### src/rtl/chan_scan_mux_if.sv
// Bundled data/control and result signals for chan_scan_mux.
// Optional ChanMask appears when SCAN_MASK_EN is defined.
interface chan_scan_mux_if #(
  parameter int WIDTH    = 4,
  parameter int CHANNELS = 8
);
  localparam int SEL_W = $clog2(CHANNELS);

  logic [CHANNELS*WIDTH-1:0] Input;
  logic [SEL_W-1:0]          MuxSelect;
  logic                      Mode;
  logic                      Enable;
`ifdef SCAN_MASK_EN
  logic [CHANNELS-1:0]       ChanMask;
`endif
  logic [WIDTH-1:0]          Out;
  logic [SEL_W-1:0]          OutChannel;
  logic                      OutValid;
  logic                      ScanWrap;

`ifdef SCAN_MASK_EN
  modport master (output Input, MuxSelect, Mode, Enable, ChanMask,
                  input  Out, OutChannel, OutValid, ScanWrap);
  modport slave  (input  Input, MuxSelect, Mode, Enable, ChanMask,
                  output Out, OutChannel, OutValid, ScanWrap);
`else
  modport master (output Input, MuxSelect, Mode, Enable,
                  input  Out, OutChannel, OutValid, ScanWrap);
  modport slave  (input  Input, MuxSelect, Mode, Enable,
                  output Out, OutChannel, OutValid, ScanWrap);
`endif
endinterface

### src/rtl/chan_scan_mux.sv
// N-channel registered mux: select-driven manual mode or dwell-timed round-robin scan.
// Define SCAN_MASK_EN to add a per-channel ChanMask that the scan and manual paths honour.
module chan_scan_mux #(
  parameter int WIDTH    = 4,
  parameter int CHANNELS = 8,
  parameter int DWELL    = 3
) (
  input  logic           Clock,
  input  logic           Reset,
  chan_scan_mux_if.slave bus
);
  localparam int SEL_W   = $clog2(CHANNELS);
  localparam int DWELL_W = (DWELL > 1) ? $clog2(DWELL) : 1;
  localparam logic [SEL_W-1:0]   LAST_CH = SEL_W'(CHANNELS - 1);
  localparam logic [DWELL_W-1:0] LAST_DW = DWELL_W'(DWELL - 1);

  typedef enum logic [1:0] {ST_IDLE, ST_DWELL, ST_SAMPLE} state_e;

  state_e             state_q, state_d;
  logic [SEL_W-1:0]   ptr_q, ptr_d;
  logic [DWELL_W-1:0] dwell_q, dwell_d;
  logic [WIDTH-1:0]   out_q, out_d;
  logic [SEL_W-1:0]   out_chan_q, out_chan_d;
  logic               out_valid_q, out_valid_d;
  logic               scan_wrap_q, scan_wrap_d;

  logic [CHANNELS-1:0] mask;
  logic                sample_now;
  logic [SEL_W:0]      cur_find, nxt_find;
  logic [WIDTH:0]      man_pick, scan_pick;

  function automatic logic [SEL_W-1:0] inc_ch(input logic [SEL_W-1:0] c);
    return (c == LAST_CH) ? '0 : c + SEL_W'(1);
  endfunction

  // {found, index} of the first enabled channel at or after start, circularly.
  function automatic logic [SEL_W:0] first_set(input logic [CHANNELS-1:0] m,
                                               input logic [SEL_W-1:0]    start);
    logic             found;
    logic [SEL_W-1:0] idx, probe;
    found = 1'b0;
    idx   = start;
    probe = start;
    for (int i = 0; i < CHANNELS; i++) begin
      if (!found && m[probe]) begin
        found = 1'b1;
        idx   = probe;
      end
      probe = inc_ch(probe);
    end
    return {found, idx};
  endfunction

  // {hit, data}: hit only for an in-range, enabled channel, so unused codes read as 0.
  function automatic logic [WIDTH:0] pick(input logic [SEL_W-1:0]          sel,
                                          input logic [CHANNELS-1:0]       m,
                                          input logic [CHANNELS*WIDTH-1:0] d);
    logic [WIDTH:0] r;
    r = '0;
    for (int i = 0; i < CHANNELS; i++) begin
      if (sel == SEL_W'(i) && m[i]) r = {1'b1, d[i*WIDTH +: WIDTH]};
    end
    return r;
  endfunction

  always_comb begin
`ifdef SCAN_MASK_EN
    mask = bus.ChanMask;
`else
    mask = '1;
`endif
    // NOTE: every always_comb output gets a default first so no path can infer a latch.
    state_d     = state_q;
    ptr_d       = ptr_q;
    dwell_d     = dwell_q;
    out_d       = out_q;
    out_chan_d  = out_chan_q;
    out_valid_d = 1'b0;
    scan_wrap_d = 1'b0;

    sample_now = (state_q == ST_SAMPLE) || (state_q == ST_IDLE && DWELL == 1);
    cur_find   = first_set(mask, ptr_q);
    nxt_find   = first_set(mask, inc_ch(cur_find[SEL_W-1:0]));
    man_pick   = pick(bus.MuxSelect, mask, bus.Input);
    scan_pick  = pick(cur_find[SEL_W-1:0], mask, bus.Input);

    if (!bus.Mode) begin
      // Manual mode parks the sequencer so the next scan starts from channel 0.
      state_d = ST_IDLE;
      ptr_d   = '0;
      dwell_d = '0;
      if (bus.Enable) begin
        out_chan_d  = bus.MuxSelect;
        out_d       = man_pick[WIDTH-1:0];
        out_valid_d = man_pick[WIDTH];
      end
    end else if (bus.Enable) begin
      if (sample_now) begin
        dwell_d = '0;
        state_d = (DWELL == 1) ? ST_SAMPLE : ST_DWELL;
        if (cur_find[SEL_W]) begin
          out_d       = scan_pick[WIDTH-1:0];
          out_chan_d  = cur_find[SEL_W-1:0];
          out_valid_d = 1'b1;
          ptr_d       = nxt_find[SEL_W-1:0];
          scan_wrap_d = (nxt_find[SEL_W-1:0] <= cur_find[SEL_W-1:0]);
        end
      end else begin
        dwell_d = dwell_q + DWELL_W'(1);
        state_d = (dwell_q + DWELL_W'(1) == LAST_DW) ? ST_SAMPLE : ST_DWELL;
      end
    end
  end

  // NOTE: sequential state uses non-blocking assignments so all flops update together.
  always_ff @(posedge Clock) begin
    if (Reset) begin
      state_q     <= ST_IDLE;
      ptr_q       <= '0;
      dwell_q     <= '0;
      out_q       <= '0;
      out_chan_q  <= '0;
      out_valid_q <= 1'b0;
      scan_wrap_q <= 1'b0;
    end else begin
      state_q     <= state_d;
      ptr_q       <= ptr_d;
      dwell_q     <= dwell_d;
      out_q       <= out_d;
      out_chan_q  <= out_chan_d;
      out_valid_q <= out_valid_d;
      scan_wrap_q <= scan_wrap_d;
    end
  end

  assign bus.Out        = out_q;
  assign bus.OutChannel = out_chan_q;
  assign bus.OutValid   = out_valid_q;
  assign bus.ScanWrap   = scan_wrap_q;
endmodule

### src/flat_wrapper.sv
// flat-port wrapper written by rule: the top's interface ports become plain ports
module chan_scan_mux_flat 
#(
  parameter int WIDTH    = 4,
  parameter int CHANNELS = 8,
  parameter int DWELL    = 3
)
  (Clock, Reset, bus_Input, bus_MuxSelect, bus_Mode, bus_Enable, bus_Out, bus_OutChannel, bus_OutValid, bus_ScanWrap);
  chan_scan_mux_if #(.WIDTH(WIDTH), .CHANNELS(CHANNELS)) bus_i ();
  input  logic Clock;
  input  logic Reset;
  input wire logic [$bits(bus_i.Input)-1:0] bus_Input;
  input wire logic [$bits(bus_i.MuxSelect)-1:0] bus_MuxSelect;
  input wire logic [$bits(bus_i.Mode)-1:0] bus_Mode;
  input wire logic [$bits(bus_i.Enable)-1:0] bus_Enable;
  output wire logic [$bits(bus_i.Out)-1:0] bus_Out;
  output wire logic [$bits(bus_i.OutChannel)-1:0] bus_OutChannel;
  output wire logic [$bits(bus_i.OutValid)-1:0] bus_OutValid;
  output wire logic [$bits(bus_i.ScanWrap)-1:0] bus_ScanWrap;
  assign bus_i.Input = bus_Input;
  assign bus_i.MuxSelect = bus_MuxSelect;
  assign bus_i.Mode = bus_Mode;
  assign bus_i.Enable = bus_Enable;
  assign bus_Out = bus_i.Out;
  assign bus_OutChannel = bus_i.OutChannel;
  assign bus_OutValid = bus_i.OutValid;
  assign bus_ScanWrap = bus_i.ScanWrap;
  chan_scan_mux #(.WIDTH(WIDTH), .CHANNELS(CHANNELS), .DWELL(DWELL)) u_core (.Clock(Clock), .Reset(Reset), .bus(bus_i));
endmodule
### config.mk
export PLATFORM = sky130hd
export DESIGN_NAME = chan_scan_mux_flat
export DESIGN_NICKNAME = d
export VERILOG_FILES = /design/src/rtl/chan_scan_mux_if.sv /design/src/rtl/chan_scan_mux.sv /design/src/flat_wrapper.sv
export SDC_FILE = /design/constraint.sdc
export NUM_CORES = 1
export LEC_CHECK = 0
export ABC_AREA = 1
export BUFFER_PORTS_ARGS = -buffer_cell sky130_fd_sc_hd__buf_2
export CAP_MARGIN = 10
export CORE_UTILIZATION = 29
export CTS_CLUSTER_DIAMETER = 80
export CTS_CLUSTER_SIZE = 25
export DETAILED_ROUTE_END_ITERATION = 10
export SLEW_MARGIN = 20
export SYNTH_ARGS = -nofsm -noshare
export SYNTH_HDL_FRONTEND = slang
export SYNTH_SLANG_ARGS = --single-unit
export TNS_END_PERCENT = 100
### constraint.sdc
create_clock -name Clock -period 1.91 [get_ports Clock]
set_clock_uncertainty 0.2 [all_clocks]
set_input_delay 0.2865 -clock Clock [delete_from_list [all_inputs] [get_ports Clock]]
set_output_delay 0.2865 -clock Clock [all_outputs]
set_load 0.02 [all_outputs]
# Word-level counts from Yosys, hierarchy flattened
# Memory sizes are Yosys's and may differ from the RTL's. A register that Yosys moved wholly into a read port is not among the register bits.
# Index checks and enable logic that the tools add are counted.
[totals] ff_bits=16 output_inout_bits=9 elab_cells=222 romBits=128 in_bits=39 n_memories=16
[memory_table] name="(no name shown)" words=8 width=1 read_ports=1 rd_ports_with_merged_regs=0 wr=0 line="chan_scan_mux.sv:45" rtl="if (!found && m[probe]) begin"
[memory_table] name="(no name shown)" words=8 width=1 read_ports=1 rd_ports_with_merged_regs=0 wr=0 line="chan_scan_mux.sv:45"
[memory_table] name="(no name shown)" words=8 width=1 read_ports=1 rd_ports_with_merged_regs=0 wr=0 line="chan_scan_mux.sv:45"
[memory_table] name="(no name shown)" words=8 width=1 read_ports=1 rd_ports_with_merged_regs=0 wr=0 line="chan_scan_mux.sv:45"
[memory_table] name="(no name shown)" words=8 width=1 read_ports=1 rd_ports_with_merged_regs=0 wr=0 line="chan_scan_mux.sv:45"
[memory_table] name="(no name shown)" words=8 width=1 read_ports=1 rd_ports_with_merged_regs=0 wr=0 line="chan_scan_mux.sv:45"
[memory_table] name="+10 memories"
[classes] bitwise=4 reduce_logical=34 mux=96 eq_ne=32 addsub=16 n_lt_le_gt_ge=17
[op_table] op="2-to-1 mux 3 bit" n=36
[op_table] op="== test 3 bit (second input constant)" n=22
[op_table] op="less-than comparator 3 x 4 -> 1 bit (second input constant)" n=16
[op_table] op="2-to-1 mux 4 bit" n=13
[op_table] op="adder 3 x 1 -> 3 bit (second input constant)" n=15
[op_table] op="2-to-1 mux 5 bit" n=8
[op_table] op="2-to-1 mux 1 bit" n=36
[op_table] op="logical AND 1 bit" n=14
[op_table] op="logical NOT 1 bit" n=14
[op_table] op="== test 3 x 2 -> 1 bit (second input constant)" n=4
[op_table] op="== test 3 x 1 -> 1 bit (second input constant)" n=2
[op_table] op="logical NOT 3 bit" n=2
[op_table] op="2-to-1 mux 2 bit" n=3
[op_table] op="AND reduction 3 bit" n=2
[op_table] op="OR reduction 5 bit" n=1
[op_table] op="== test 2 bit (second input constant)" n=2
[op_table] op="inequality test 2 x 1 -> 1 bit (second input constant)" n=2
[op_table] op="inverter 1 bit" n=4
[op_table] op="<= comparator 3 bit" n=1
[op_table] op="adder 2 x 1 -> 2 bit (second input constant)" n=1
[op_table] op="OR reduction 2 bit" n=1

# Longest topological paths before layout
[logic_depth] depth_word=52 depth_mapped=17 ltp_nobuf=17

# Least setup slack after synthesis
# OpenSTA, ideal clock, no wires.
[synth_timing] path_type="reg2reg" startpoint="register u_core.ptr_q[1]" endpoint="register u_core.out_q[1] (netlist: u_core.bus.Out[1])" required_time_ps=1654 arrival_ps=1490 setup_time_ps=56 period_less_slack_ps=1746 path_stages_with_launch=15 n_path_buf=0 setup_slack_ps=164 cell_sequence="dfxtp_1 -> ha_1 -> ha_1 -> inv_1 -> o21ai_0 -> inv_2 -> nand2_1 -> nand2_1 -> nand2_1 -> nand2_1 -> nand2_1 -> nand2_1 -> nand3_1 -> nand2_1 -> inv_1"
[synth_via] elab_chain_len=37 elab_cells_between_ends=84 cone_classes="add/sub: 7; eq/ne: 15; mux: 40; reduce/logical: 15; memory: 7"
[synth_lines] element="from (decl)" line="chan_scan_mux.sv:20" rtl="logic [SEL_W-1:0] ptr_q, ptr_d;"
[synth_lines] element="from (signal assigned)" line="chan_scan_mux.sv:127" rtl="ptr_q <= ptr_d;"
[synth_lines] element="parallel branches: the longest is 37 deep, another holds adder 3 x 1 -> 3 bit"
[synth_lines] element="to (signal assigned)" line="chan_scan_mux.sv:129" rtl="out_q <= out_d;"
[synth_lines] element="to (decl)" line="chan_scan_mux.sv:22" rtl="logic [WIDTH-1:0] out_q, out_d;"
# Parallel ways; which one is timed is not known. The select of a mux whose other input is x is not followed.
# A chain may end at the register's enable or synchronous reset.

# Worst setup path after layout
[layout_timing] startpoint="register u_core.ptr_q[0]" endpoint="register u_core.out_q[1] (netlist: u_core.bus.Out[1])"
# The elaborated chain is that of the path after synthesis.

==> results.cfg <==
[global_routing]
grtUsageTotal = 0.164
grt_overflow = 0
grt_pass1_vias = 1593
grt_pass1_wl_mm = 7.05
antenna_found_initial = 0
grt_max_degree = 14

[cts]
clock_sinks = 16
h-tree-depth = 1
cts_buffers = 3
cts_tree = built
worstSkewPairLatency_ns = 0.25
max-clock-path-buffers = 2
clkTransAtPathRegs_ns = 0.07
clockRootBuffer = clkbuf_8

[min_path]
hold_class = input pin to flop

[synthesis]
ys.warnings.count = 0
yosys.area.top_type = dfxtp_1
syn_area_per_cell_um2 = 5.91
netlist_area_um2 = 1540
synth_area_leaders = dfxtp_1 (21%), nand2_1 (18%), a21oi_1 (8.1%)
ys_ff_latch = 16
yosysUniqueCellTypes = 28
synthCells = 261
netlist.area_leader.share = 0.208
synth_nets = 308
ys_seq_area_frac = 0.208

[placement]
globalplace.congestion = 0.860
dp.cells = 381
portBuffers = 47
dpl_worst_slack_ns = -0.0488
dp.final_hpwl_mm = 3.56

[status]
status = completed

[worst_setup_path]
worstSetupEndpoint = u_core.bus.Out[1]
worstReg2RegStart = u_core.ptr_q[0]
cp_data_arrival_time_ns = 1.76
r2r_setup_slack_ns = 0.11
worstSetupPathType = flop to flop
r2r_end = u_core.bus.Out[1]
required_ns = 1.86
cp_max_fo = 5
start_kind = flop
reg2reg_depth = 17
endpoint_kind = flop
crit_start = u_core.ptr_q[0]

[timing]
rsz0062_at_grt = true
worstMarginPinSlew_ns = 0.460
max-slew-margin-rel = 0.691
finalHoldViolCount = 0
fmax_mhz = 555
maxSlewViolCount = 0
setup_violations = 0
min_period_ns = 1.80
finalCritPeriodShare = 0.943
worst_slack_ns = 0.109

[detailed_routing]
vias = 1768
drc = 0
wire_per_inst_um = 11.4
drt_iter0_drc = 91
dr.pass1.iters = 5
wl_mm = 4.42
vias_per_cell = 4.58
antenna_left = 0

[layout]
fill_cells = 587
mostFrequentLayoutCell = nand2_1
area_growth_pct = 30.3
n_antenna_cell = 0
stdcell_count = 386
nets = 364
final_cell_mix = nand2_1 (74), buf_2 (47), inv_1 (27)
layout-drive-gt1-share = 0.313

[power_and_ir_drop]
leakagePower_nw = 1.03
switching_power_w = 0.000262
powerDensity_nw_per_um2 = 437
p_seq_frac = 0.403
swShare = 0.299
p_int_w = 0.000616
clockPowerShare = 0.347
worst_ir_drop_vdd_mv = 0.417
power_frac_comb = 0.250

[die]
num_io_pins = 48
initial_core_util = 0.302
die_h_um = 74.9
placementRows = 26
fp.dieW_um = 74.9
dieArea_um2 = 5620
core_area_um2 = 5110

[flow_run]
max_cap_violations = 0
power groups by stage:
stage / clock network, W / logic [W] / registers [W]
3_5_place_dp: 0 / 0.000219 / 0.000362
6_report: 0.000305 / 0.000219 / 0.000354
5_1_grt: 0.000332 / 0.000247 / 0.000356
4_1_cts: 0.000315 / 0.000219 / 0.000355
3_3_place_gp: 0 / 0.000218 / 0.000363
2_1_floorplan: 0 / 0.000116 / 0.000376
worst min path at each step:
stage,start,to,slack [ns],cells after the start
final,Reset,u_core.bus.OutValid,0.02,2
after global routing,Reset,u_core.bus.OutValid,0.02,2
after CTS,Reset,u_core.bus.OutValid,0.02,2
after detailed placement,u_core.dwell_q[1],u_core.dwell_q[1],0.26,2
after global placement,u_core.dwell_q[1],u_core.dwell_q[1],0.26,2
after floorplan,Reset,u_core.bus.OutValid,0.16,1
state kept, by name, indices dropped and copies added, names as in the netlist:
| name | cells |
|---|---|
| u_core.dwell_q | 2 |
| u_core.state_q | 2 |
| u_core.bus.ScanWrap | 1 |
| u_core.bus.Out | 4 |
| u_core.ptr_q | 3 |
| u_core.bus.OutChannel | 3 |
| u_core.bus.OutValid | 1 |
cell usage after synthesis (all sizes together):
| library cell | count |
|---|---|
| a211oi | 3 |
| a21oi | 26 |
| a31oi | 3 |
| buf | 5 |
| bufinv | 1 |
| dfxtp | 16 |
| ha | 8 |
| inv | 45 |
| nand2 | 76 |
| nand3 | 20 |
| nand3b | 1 |
| nand4 | 8 |
| nor2 | 25 |
| nor3 | 5 |
| o211ai | 1 |
| o21ai | 15 |
| or2 | 2 |
| xnor2 | 1 |
repair_timing:
item / CTS / global route
setup buffers: 0 / 1
endpoints found under the setup margin: 1 / 4
gates resized for setup: 2 / 18
pin swaps: 0 / 1
hold buffers: 0 / 0
routing by layer:
layer | track usage | vias to the layer above | part of all wire
met5 | 0 | - | 0
met2 | 0.285 | 42 | 0.46
li1 | - | 953 | -
met1 | 0.215 | 766 | 0.47
met4 | 0.0314 | 0 | 0.012
met3 | 0.0281 | 7 | 0.051
critical path, stage by stage (launching register included):
cell     delay [ns]
dfxtp_4        0.37
inv_4          0.09
ha_4           0.15
inv_1          0.05
nor2_2         0.13
nand2_1        0.06
nand2_1        0.05
inv_1          0.03
nand2_1        0.09
nand2_1        0.06
nand2_1        0.06
nand2_1        0.05
nand2_1        0.05
nand2_1        0.05
nand2_1        0.05
nand3_1        0.06
nand2_1        0.06
inv_1          0.03
stage by stage:
step	setup TNS (ns)	area (µm²)	total power, W	hold slack [ns]	util
finish	0	2010	0.000878	0.0194	0.394
global route	-0.0722	2010	0.000935	0.0220	0.394
CTS	0	1940	0.000890	0.0190	0.380
detailed placement	-0.0488	1880	0.000581	0.256	0.369
global placement	-0.0474	1880	0.000581	0.256	0.369
floorplan	0	1540	0.000492	0.159	-
layout make-up:
class                   count  area [µm²]  share of cell area
multi-input cells         194        1050               0.521
repair buffers             56         303               0.151
clock buffers               4        55.1              0.0274
inverters                  46         191              0.0952
well taps                  70        87.6              0.0436
flip-flops and latches     16         325               0.162
logic make-up (layout without fill, tap and decap cells):
logic type | Yosys count | in the layout | synth area share
AND/OR/NAND/NOR | 137 | 137 | 0.400
buffers and inverters | 51 | 106 | 0.150
AO/OA/AOI/OAI | 48 | 48 | 0.172
flip-flops | 16 | 16 | 0.208
adder cells (fa/ha/maj) | 8 | 8 | 0.0649
XOR/XNOR | 1 | 1 | 0.00568
Power figures use the tool's default switching activity.
